==> src/rtl/serial_word_serializer_pkg.sv <==
// Shared definitions for the word serializer: state encoding, width helper
// and the idle line level also used by the downstream detector bench.
package serial_word_serializer_pkg;

    typedef enum logic {
        IDLE  = 1'b0,
        SHIFT = 1'b1
    } state_t;

    localparam logic DEFAULT_IDLE_LEVEL = 1'b1;

    function automatic int unsigned clog2(input int unsigned value);
        int unsigned result;
        result = 0;
        for (int unsigned i = 0; i < 32; i++) begin
            if ((32'd1 << i) < value) result = i + 1;
        end
        return result;
    endfunction

endpackage

==> src/rtl/serial_word_serializer_bit_timer.sv <==
// Per-bit prescaler: counts BIT_CYCLES clocks while enabled and flags the
// final clock of each bit period.
module serializer_bit_timer
    import serial_word_serializer_pkg::*;
#(
    parameter int unsigned BIT_CYCLES = 1
) (
    input  logic clock,
    input  logic reset,
    input  logic enable,
    input  logic restart,
    output logic last_cycle
);

    localparam int unsigned CW = (BIT_CYCLES > 1) ? clog2(BIT_CYCLES) : 1;
    localparam logic [CW-1:0] TERMINAL = CW'(BIT_CYCLES - 1);

    logic [CW-1:0] cyc_cnt;

    always_ff @(posedge clock or posedge reset) begin
        if (reset) begin
            cyc_cnt <= '0;
        end else if (restart) begin
            cyc_cnt <= '0;
        end else if (enable) begin
            cyc_cnt <= last_cycle ? '0 : cyc_cnt + 1'b1;
        end
    end

    assign last_cycle = (cyc_cnt == TERMINAL);

endmodule

==> src/rtl/serial_word_serializer.sv <==
// Parallel-to-serial stage feeding the consecutive-zeros detector; accepts a
// word over valid/ready and shifts it out one bit per BIT_CYCLES clocks.
module serial_word_serializer
    import serial_word_serializer_pkg::*;
#(
    parameter int unsigned WIDTH      = 8,
    parameter logic        MSB_FIRST  = 1'b1,
    parameter int unsigned BIT_CYCLES = 1,
    parameter logic        IDLE_LEVEL = DEFAULT_IDLE_LEVEL
) (
    input  logic             clock,
    input  logic             reset,
    input  logic [WIDTH-1:0] load_data,
    input  logic             load_valid,
    output logic             load_ready,
    output logic             bit_out,
    output logic             bit_valid,
    output logic             busy,
    output logic             done
);

    localparam int unsigned   BW       = clog2(WIDTH);
    localparam logic [BW-1:0] LAST_IDX = BW'(WIDTH - 1);

    state_t           state;
    state_t           state_next;
    logic [WIDTH-1:0] shreg;
    logic [BW-1:0]    bit_idx;
    logic             last_cycle;
    logic             last_bit;
    logic             word_end;
    logic             accept;
    logic             cur_bit;

    serializer_bit_timer #(
        .BIT_CYCLES(BIT_CYCLES)
    ) u_bit_timer (
        .clock      (clock),
        .reset      (reset),
        .enable     (state == SHIFT),
        .restart    (accept),
        .last_cycle (last_cycle)
    );

    assign last_bit   = (bit_idx == LAST_IDX);
    assign word_end   = (state == SHIFT) && last_bit && last_cycle;
    // Ready in the final clock of a word lets the next word follow with no gap.
    assign load_ready = !reset && ((state == IDLE) || word_end);
    assign accept     = load_valid && load_ready;
    assign cur_bit    = MSB_FIRST ? shreg[WIDTH-1] : shreg[0];

    always_ff @(posedge clock or posedge reset) begin
        if (reset) begin
            state <= IDLE;
        end else begin
            state <= state_next;
        end
    end

    always_comb begin
        state_next = state;
        case (state)
            IDLE:    if (accept) state_next = SHIFT;
            SHIFT:   if (word_end && !accept) state_next = IDLE;
            default: state_next = IDLE;
        endcase
    end

    always_comb begin
        bit_out   = IDLE_LEVEL;
        bit_valid = 1'b0;
        busy      = 1'b0;
        if (state == SHIFT) begin
            bit_out   = cur_bit;
            bit_valid = 1'b1;
            busy      = 1'b1;
        end
    end

    always_ff @(posedge clock or posedge reset) begin
        if (reset) begin
            shreg   <= '0;
            bit_idx <= '0;
        end else if (accept) begin
            shreg   <= load_data;
            bit_idx <= '0;
        end else if ((state == SHIFT) && last_cycle) begin
            shreg   <= MSB_FIRST ? {shreg[WIDTH-2:0], 1'b0} : {1'b0, shreg[WIDTH-1:1]};
            bit_idx <= last_bit ? '0 : bit_idx + 1'b1;
        end
    end

    always_ff @(posedge clock or posedge reset) begin
        if (reset) begin
            done <= 1'b0;
        end else begin
            done <= word_end;
        end
    end

endmodule

==> config.mk <==
export PLATFORM = sky130hd
export DESIGN_NAME = serial_word_serializer
export DESIGN_NICKNAME = d
export VERILOG_FILES = /design/src/rtl/serial_word_serializer_pkg.sv /design/src/rtl/serial_word_serializer_bit_timer.sv /design/src/rtl/serial_word_serializer.sv
export SDC_FILE = /design/constraint.sdc
export NUM_CORES = 1
export LEC_CHECK = 0
export CAP_MARGIN = 20
export CORE_UTILIZATION = 42
export DETAILED_ROUTE_END_ITERATION = 7
export HOLD_SLACK_MARGIN = 0.08
export MAX_ROUTING_LAYER = met4
export PLACE_DENSITY_LB_ADDON = 0.25
export SKIP_LAST_GASP = 1
export SLEW_MARGIN = 10
export SYNTH_ARGS = -nofsm -noshare
export SYNTH_HDL_FRONTEND = slang
export SYNTH_SLANG_ARGS = --single-unit
export TNS_END_PERCENT = 100
==> constraint.sdc <==
create_clock -name clock -period 1.65 [get_ports clock]
set_input_delay 0.33 -clock clock [delete_from_list [all_inputs] [get_ports clock]]
set_output_delay 0.33 -clock clock [all_outputs]
set_load 0.02 [all_outputs]
# Word-level counts from Yosys, hierarchy flattened
# Index checks and enable logic that the tools add are counted.
[op_classes]
reduce_logical = 11
bitwise = 2
mux = 13
n_addsub = 2
n_eq_ne = 1
[ops]
columns = ["cell", "count"]
rows = [
  ["$mux W8", 2],
  ["$mux W3", 3],
  ["$mux W1", 7],
  ["$logic_and A1 B1 Y1", 6],
  ["$reduce_bool A2 Y1", 2],
  ["$add A3 B1 Y3 const B", 1],
  ["$eq A3 B3 Y1 const B", 1],
  ["$logic_not A1 Y1", 2],
  ["$not A1 Y1", 2],
  ["$pmux W1 S2", 1],
  ["$add A1 B1 Y1 const B", 1],
  ["$logic_or A1 B1 Y1", 1],
]
[totals]
out_inout_bits = 5
wordCells = 34
in_bits = 11
register_bits = 14

# Logic depth before layout (Yosys ltp)
# Gate-level depths: netlist (run 1).
[logic_depth]
ltp_word = 10
depth_mapped = 5
depth_no_buf = 5

# Hierarchy
# From an unflattened synthesis (run 1), not the netlist that was laid out.
[unflattened]
cells_unflattened = 54
area_unflattened_um2 = 713.2
[by_module_without_submodules]
columns = ["module", "area_each_um2", "seq_area_each_um2", "cells_per_inst", "n_inst"]
rows = [
  ["serial_word_serializer", 701.9, 325.3, 52, 1],
  ["serializer_bit_timer", 11.3, 0.0, 2, 1],
]

# Least setup slack after synthesis (run 1)
# OpenSTA, ideal clock, no wires.
[synth_timing]
kind = "register -> register"
start = "register bit_idx[0]"
end = "register shreg[0]"
setup_slack_ps = 86
period_less_slack_ps = 1564
path_stages_with_launch = 6
n_path_buf = 0
arrival_ps = 1437
required_ps = 1522
setup_time_ps = 128
path_cell_list = "dfrtp_1 -> ha_1 -> ha_1 -> nand2b_2 -> nand3_4 -> mux2_1"
[synth_between]
elab_chain_cells = 7
elab_cells_between_ends = 8
cone_classes = "eq/ne: 1; mux: 1; reduce/logical: 6"
[synth_lines]
columns = ["item", "line_no", "source"]
rows = [
  ["start: declaration", "serial_word_serializer.sv:28", "logic [BW-1:0] bit_idx;"],
  ["start signal: assignment", "serial_word_serializer.sv:89", "bit_idx <= last_bit ? '0 : bit_idx + 1'b1;"],
  ["$eq A3 B3 Y1 *", "serial_word_serializer.sv:45", "assign last_bit = (bit_idx == LAST_IDX);"],
  ["$logic_and A1 B1 Y1 * (2 in series)", "serial_word_serializer.sv:46", "assign word_end = (state == SHIFT) && last_bit && last_cycle;"],
  ["$logic_or A1 B1 Y1 *", "serial_word_serializer.sv:48", "assign load_ready = !reset && ((state == IDLE) || word_end);"],
  ["$logic_and A1 B1 Y1 *", "serial_word_serializer.sv:48", ""],
  ["$logic_and A1 B1 Y1 *", "serial_word_serializer.sv:49", "assign accept = load_valid && load_ready;"],
  ["$mux W8 or $reduce_bool A2 Y1 (tied branches)", "-", ""],
  ["end signal: assignment", "serial_word_serializer.sv:85", "shreg <= load_data;"],
  ["end signal: assignment", "serial_word_serializer.sv:88", "shreg <= MSB_FIRST ? {shreg[WIDTH-2:0], 1'b0} : {1'b0, shreg[WIDTH-1:1]};"],
  ["end: declaration", "serial_word_serializer.sv:27", "logic [WIDTH-1:0] shreg;"],
]
# Every way passes the cells marked *; elsewhere a longest branch is shown, timed or not.
# A chain may end at the register's enable or synchronous reset.

# Worst setup path in the final report (run 1)
[layout_timing]
start = "register bit_idx[1]"
end = "output load_ready"
[layout_between]
elab_chain_cells = 5
[layout_lines]
columns = ["item", "line_no", "source"]
rows = [
  ["$eq A3 B3 Y1", "serial_word_serializer.sv:45", ""],
  ["$logic_and A1 B1 Y1 (2 in series)", "serial_word_serializer.sv:46", ""],
  ["$logic_or A1 B1 Y1", "serial_word_serializer.sv:48", ""],
  ["$logic_and A1 B1 Y1", "serial_word_serializer.sv:48", ""],
  ["end: declaration", "serial_word_serializer.sv:15", "output logic load_ready,"],
]
# Every way passes these cells.

==> results of run 1 <==
layer usage:
metal	vias to the layer above	routed length, um
li1	222	-
met1	213	555
met2	14	633
met3	0	78
met4	0	0
met5	-	0
flip-flops by register name, indices dropped and copies added, names as in the netlist:
register	count
bit_idx	3
done	1
shreg	8
state	1
cells in the mapped netlist:
| cell | n | area [sq um] |
|---|---|---|
| o22ai_1 | 1 | 6.26 |
| nand3_4 | 1 | 17.5 |
| nand2_1 | 1 | 3.75 |
| mux2i_1 | 2 | 20.0 |
| mux2_4 | 8 | 120 |
| or2b_1 | 1 | 7.51 |
| mux2_2 | 3 | 33.8 |
| and2_2 | 1 | 7.51 |
| buf_4 | 1 | 7.51 |
| inv_1 | 1 | 3.75 |
| nand2b_1 | 1 | 6.26 |
| buf_6 | 1 | 11.3 |
| nor2b_1 | 1 | 6.26 |
| mux2_1 | 4 | 45.0 |
| nand2b_2 | 1 | 8.76 |
| nor2_1 | 2 | 7.51 |
| ha_1 | 2 | 25.0 |
| and2_1 | 1 | 6.26 |
| dfrtp_1 | 13 | 325 |
| and3_1 | 1 | 6.26 |
report_power, final:
| part | total, mW | switching, mW | internal [mW] |
|---|---|---|---|
| logic | 0.957 | 0.360 | 0.597 |
| clock network | 0.192 | 0.0980 | 0.0936 |
| registers | 0.548 | 0.0890 | 0.459 |
| total | 1.70 | 0.547 | 1.15 |
final timing paths:
check	from	to	slack (ns)	depth (start not counted)
max	bit_idx[1]	load_ready	-0.09	5
min	reset	shreg[2]	0.42	3
max reg2reg	bit_idx[1]	shreg[5]	0.04	6
min reg2reg	bit_idx[2]	bit_idx[2]	0.61	2
max in group asynchronous	reset	state	1.03	3
min in group clock	bit_idx[2]	bit_idx[2]	0.61	2
repair_timing:
action,4_1_cts,5_1_grt
cloned,1,0
gates resized for setup,14,7
pin swaps,0,3
buffers inserted,0,6
endpoints found under the setup margin,12,10
per-stage QoR:
step	area, sq um	worst slack, ns	std cells	hold WS [ns]	setup TNS (ns)
2_1_floorplan	676	0.0855	47	0.247	0
3_3_place_gp	865	-0.267	81	0.506	-0.929
3_5_place_dp	865	-0.280	81	0.515	-0.890
4_1_cts	917	-0.173	86	0.418	-0.173
5_1_grt	982	-0.142	91	0.451	-0.186
6_report	982	-0.0864	91	0.419	-0.0864
kinds of logic after synthesis:
| kind of cell | Yosys count | synth area share |
|---|---|---|
| adders and majority gates | 2 | 0.0370 |
| buffers and inverters | 3 | 0.0333 |
| and+or+nand+nor | 11 | 0.115 |
| muxes | 17 | 0.324 |
| AOI/OAI and AO/OA | 1 | 0.00927 |
| DFF | 13 | 0.481 |
worst max-delay path: stages, from the launching register on:
cell and delay [ns]:
dfrtp_1 0.39, ha_2 0.21, ha_4 0.16, nand2b_4 0.13
and2_4 0.13, buf_6 0.12
final cells by class:
| cell class | instances | share of cell area |
|---|---|---|
| repair buffers | 25 | 0.227 |
| multi-input cells | 32 | 0.390 |
| well taps | 16 | 0.0204 |
| flip-flops and latches | 13 | 0.332 |
| clock buffers | 4 | 0.0268 |
| inverters | 1 | 0.00382 |
==> metrics, run 1 <==
status=complete, but fails checks; CP max FO=2; Synth warnings=0; DRT iter0 DRCs=3; CP endpoint kind=primary output; cts bufs inserted=3; # fillers=128; failing checks=negative setup slack; I/O Buffers=15; I/O Pins=16; pin count of the biggest net entering global routing=17; final setup margin=-0.0864 ns; Max Buffers Root-to-Sink=2; Mapped Area=676 sq um; core area=1510 sq um; Tmin final=1.74 ns; sequential fraction of the synthesis area=0.481; proportion of layout cells with a drive suffix above 1=0.493; Worst-path clk slew=0.08 ns; Max Clk Rate=576 MHz; #FFs+latches synth=13; arrival time at the worst endpoint=1.41 ns; initial core utilization=0.449; Worst EP required=1.32 ns; number of global-route vias before repair=424; gr ovfl total=0; Synth Area per Inst=14.4 sq um; period utilization=1.05; All-Layer GR Usage=0.158; Final Skew=0.00478 ns; final setup vio count=1; antenna viol nets, final=0; Final Power=1.70 mW; Diodes inserted=0; total of max-cap violations=0; met2 Usage GRT=0.241; dpl hpwl=753 um; Die Width=42.1 um; H-tree levels=1; Hold Violations, Final=0; # rows=14; pwr/cell area=1730 nW/um^2; commonest cells after routing, fill and taps aside=12 x mux2_4, 12 x dfrtp_1, 11 x clkdlybuf4s50_1, 10 x buf_4; Crit Path Class=flop to primary output; Critical Path Start Type=flop; first-pass GRT wire length=1970 um; die area=1770 sq um; Synth cell types=20; Die Y=42.1 um; Synth-to-Final Area Change=45.4%; P_leak=0.489 nW; GR Util met1=0.198; busiest layer in global routing=met2; Root Driver=clkbuf_4; Slew @ Worst Pin=0.226 ns; DR DRC count=0; final design utilization=0.652; Slew HR=0.849; final wirelength=1270 um; final-report max-slew violation count=0; RSZ-0062 raised after global routing=true; CTS tree=built; register area=327 sq um; Pre-antenna DRT Iters=2; net count reported at finish=89; Peak VDD IR=982 uV; HP Class=input pin to async pin; Routed WL per cell=13.9 um; syn_nets=60; CTS sink count=13; RePlAce Congestion=0.684; synthesized instance count=47; initial antenna violation count=0; Multi-input gate area=383 sq um; vias per cell=4.93; clk_lat worst skew=0.27 ns; met3 Track Usage GR=0.0776; Hold Buf Count CTS=0; DR vias=449
Note: power is estimated with default switching activity, not from simulation.
==> run 2: changes to the inputs <==
Settings changed: CAP_MARGIN 20 to 15.
Clock period 1.65 ns to 1.4 ns, I/O delays scaled along.
==> run 2 against run 1 <==
Compared with the run above: the run still ends with negative setup slack left; cell area is 0.89% higher; die area did not move; worst setup slack worse by 0.20 ns; via count fell by 0.45%; final cell count shrank 2.2%; global-route usage rose by 1.8 points; wire length decreased by 5.8%; non-clock buffer count fell by 2; combinational power is 22% higher; clock-buffer cell count fell by 1; clock skew about the same; clock power increased by 24%; largest cell class unchanged; highest routed layer unchanged.
==> metrics, run 2 (synthesis results as in run 1) <==
combinational power share=0.575 (+0.011); CTS tree=built; Internal Power=1.37 mW (+19%); Peak VDD IR=1160 uV (+19%); core area=1510 sq um (unchanged); DR DRC count=0 (unchanged); Worst-path clk slew=0.09 ns (about the same); most common cell after layout, fill and taps aside=dfrtp_1; # fillers=118 (-7.8%); dpl cells=81 (unchanged); arrival time at the worst endpoint=1.41 ns (about the same); DRT iter0 DRCs=5 (+2); commonest cells after routing, fill and taps aside=13 x dfrtp_1, 12 x mux2_4, 10 x clkdlybuf4s50_1, 6 x buf_4, 5 x buf_6; P_leak=0.494 nW (+1.0%); final setup vio count=11 (+10); CP max-delay cell=dfrtp_1; Die Width=42.1 um (unchanged); Max Buffers Root-to-Sink=2 (unchanged); final design utilization=0.658 (+0.00581); first-pass GRT wire length=2240 um (+13%); hold slack=0.360 ns (-0.0591 ns); failing checks=negative setup slack; # rows=14 (unchanged); met2 Usage GRT=0.247 (+0.00625); I/O Buffers=15 (unchanged); Pre-antenna DRT Iters=2 (unchanged); gr ovfl total=0 (unchanged); Clk network pwr share=0.117 (+0.004); DR vias=447 (-0.45%); Slew @ Worst Pin=0.232 ns (+0.00668 ns); H-tree levels=1 (unchanged); period utilization=1.21; CP max FO=2 (unchanged); Synth-to-Final Area Change=46.7%; final-report max-slew violation count=0 (unchanged); Max Clk Rate=593 MHz; HP Class=input pin to async pin; GR Util met1=0.235 (+0.0363); clk_lat worst skew=0.28 ns (about the same); initial core utilization=0.449 (unchanged); Switch Pwr=671 uW (+23%); Routed WL per cell=13.4 um (-3.7%); pin count of the biggest net entering global routing=17 (unchanged); number of global-route vias before repair=472 (+11%); met3 Track Usage GR=0.0819 (+0.00431); Hold Buf Count CTS=0 (unchanged); vias per cell=5.02 (+1.8%); die area=1770 sq um (unchanged); total of max-cap violations=0 (unchanged); Critical Path, Cell by Cell=ha_2 -> ha_4 -> nand2b_4 -> and2_4 -> buf_6; Largest register FFs=8 (unchanged); cts bufs inserted=3 (unchanged); Critical Path Start Type=flop; CTS sink count=13 (unchanged); CP top delay family=flip-flops; RSZ-0062 raised after global routing=true; final wirelength=1190 um (-5.8%); Final Power=2.04 mW (+20%); busiest layer in global routing=met2; I/O Pins=16 (unchanged); Diodes inserted=0 (unchanged); CP endpoint kind=primary output; Final Skew=0.00430 ns (-0.000476 ns); pwr/cell area=2060 nW/um^2 (+19%); Slew HR=0.845 (-0.00398); antenna viol nets, final=0 (unchanged); net count reported at finish=87 (-2.2%); Tmin final=1.69 ns; register share of total power=0.307 (-0.016); initial antenna violation count=0 (unchanged); Crit Path Class=flop to primary output; Most flops, register=shreg; Critical Path Max Stage Delay=0.39 ns (about the same); proportion of layout cells with a drive suffix above 1=0.575 (+0.0820); CP bufs+invs=1 (unchanged); All-Layer GR Usage=0.176 (+0.0178); RePlAce Congestion=0.684 (about the same); non-filler instance count after layout=89 (-2.2%); Top Registers=shreg x8, bit_idx x3; Worst EP required=1.12 ns (-0.20 ns); Hold Violations, Final=0 (unchanged); Root Driver=clkbuf_4; status=complete, but fails checks; final setup margin=-0.287 ns (-0.201 ns); switching share of total power=0.329 (+0.00640); Die Y=42.1 um (unchanged)
==> run 2: changes by cell type in the layout (fill, tap and decap cells not counted), sizes merged <==
cell	change
buf	+1
clkbuf	-1
clkdlybuf4s50	-1
clkinv	+1
dlygate4sd2	-2
==> run 2: final timing paths <==
| path | start | endpoint | slack [ns] | cells past startpoint |
|---|---|---|---|---|
| hold / removal | reset | done | 0.36 | 3 |
| min in group clock | bit_idx[1] | bit_idx[1] | 0.54 | 2 |
| max in group asynchronous | reset | shreg[5] | 0.84 | 3 |
| setup / recovery | bit_idx[1] | load_ready | -0.29 | 5 |
| setup reg to reg | bit_idx[1] | shreg[5] | -0.19 | 6 |
| hold reg to reg | bit_idx[1] | bit_idx[1] | 0.54 | 2 |
==> run 2: layout make-up <==
class                   instances  area (sq um)  share of cell area
inverters                       1          3.75             0.00379
multi-input cells              32           399               0.403
flip-flops and latches         13           325               0.328
clock buffers                   3          22.5              0.0227
well taps                      16          20.0              0.0202
repair buffers                 23           215               0.217
clock inverters                 1          5.00             0.00505
==> run 2: timing repair <==
item                                   in CTS  in global routing
resized for setup                          28                  4
setup endpoints to repair                  16                 15
cloned                                      1                  0
setup buffers                               2                  1
endpoints found under the hold margin       0                  0
pin swaps                                   3                  2
==> run 2: layer usage <==
metal / part of all wire / vias to the layer above
met3: 0.061 / 0
li1: - / 217
met5: 0 / -
met1: 0.48 / 217
met4: 0 / 0
met2: 0.46 / 13
==> run 2: per-stage QoR <==
| stage | setup TNS, ns | worst slack, ns | instance area [sq um] |
|---|---|---|---|
| after detailed placement | -3.04 | -0.404 | 890 |
| final | -1.73 | -0.287 | 991 |
| after CTS | -1.96 | -0.311 | 971 |
| after global routing | -2.55 | -0.352 | 991 |
| after global placement | -3.31 | -0.386 | 890 |
| after floorplan | -0.404 | -0.0504 | 701 |
==> run 2: worst register-to-register path, cell delays in order, from the launching register on <==
cell	delay (ns)
dfrtp_1	0.39
ha_2	0.20
ha_4	0.15
nand2b_4	0.13
buf_4	0.16
nand3_4	0.13
mux2_4	0.31
==> run 2: power by group through the flow <==
stage	clock network [mW]	logic [mW]	registers, mW
CTS	0.247	1.13	0.624
detailed placement	0	1.01	0.639
global route	0.268	1.28	0.646
floorplan	0	0.716	0.655
global placement	0	1.01	0.636
finish	0.239	1.17	0.627
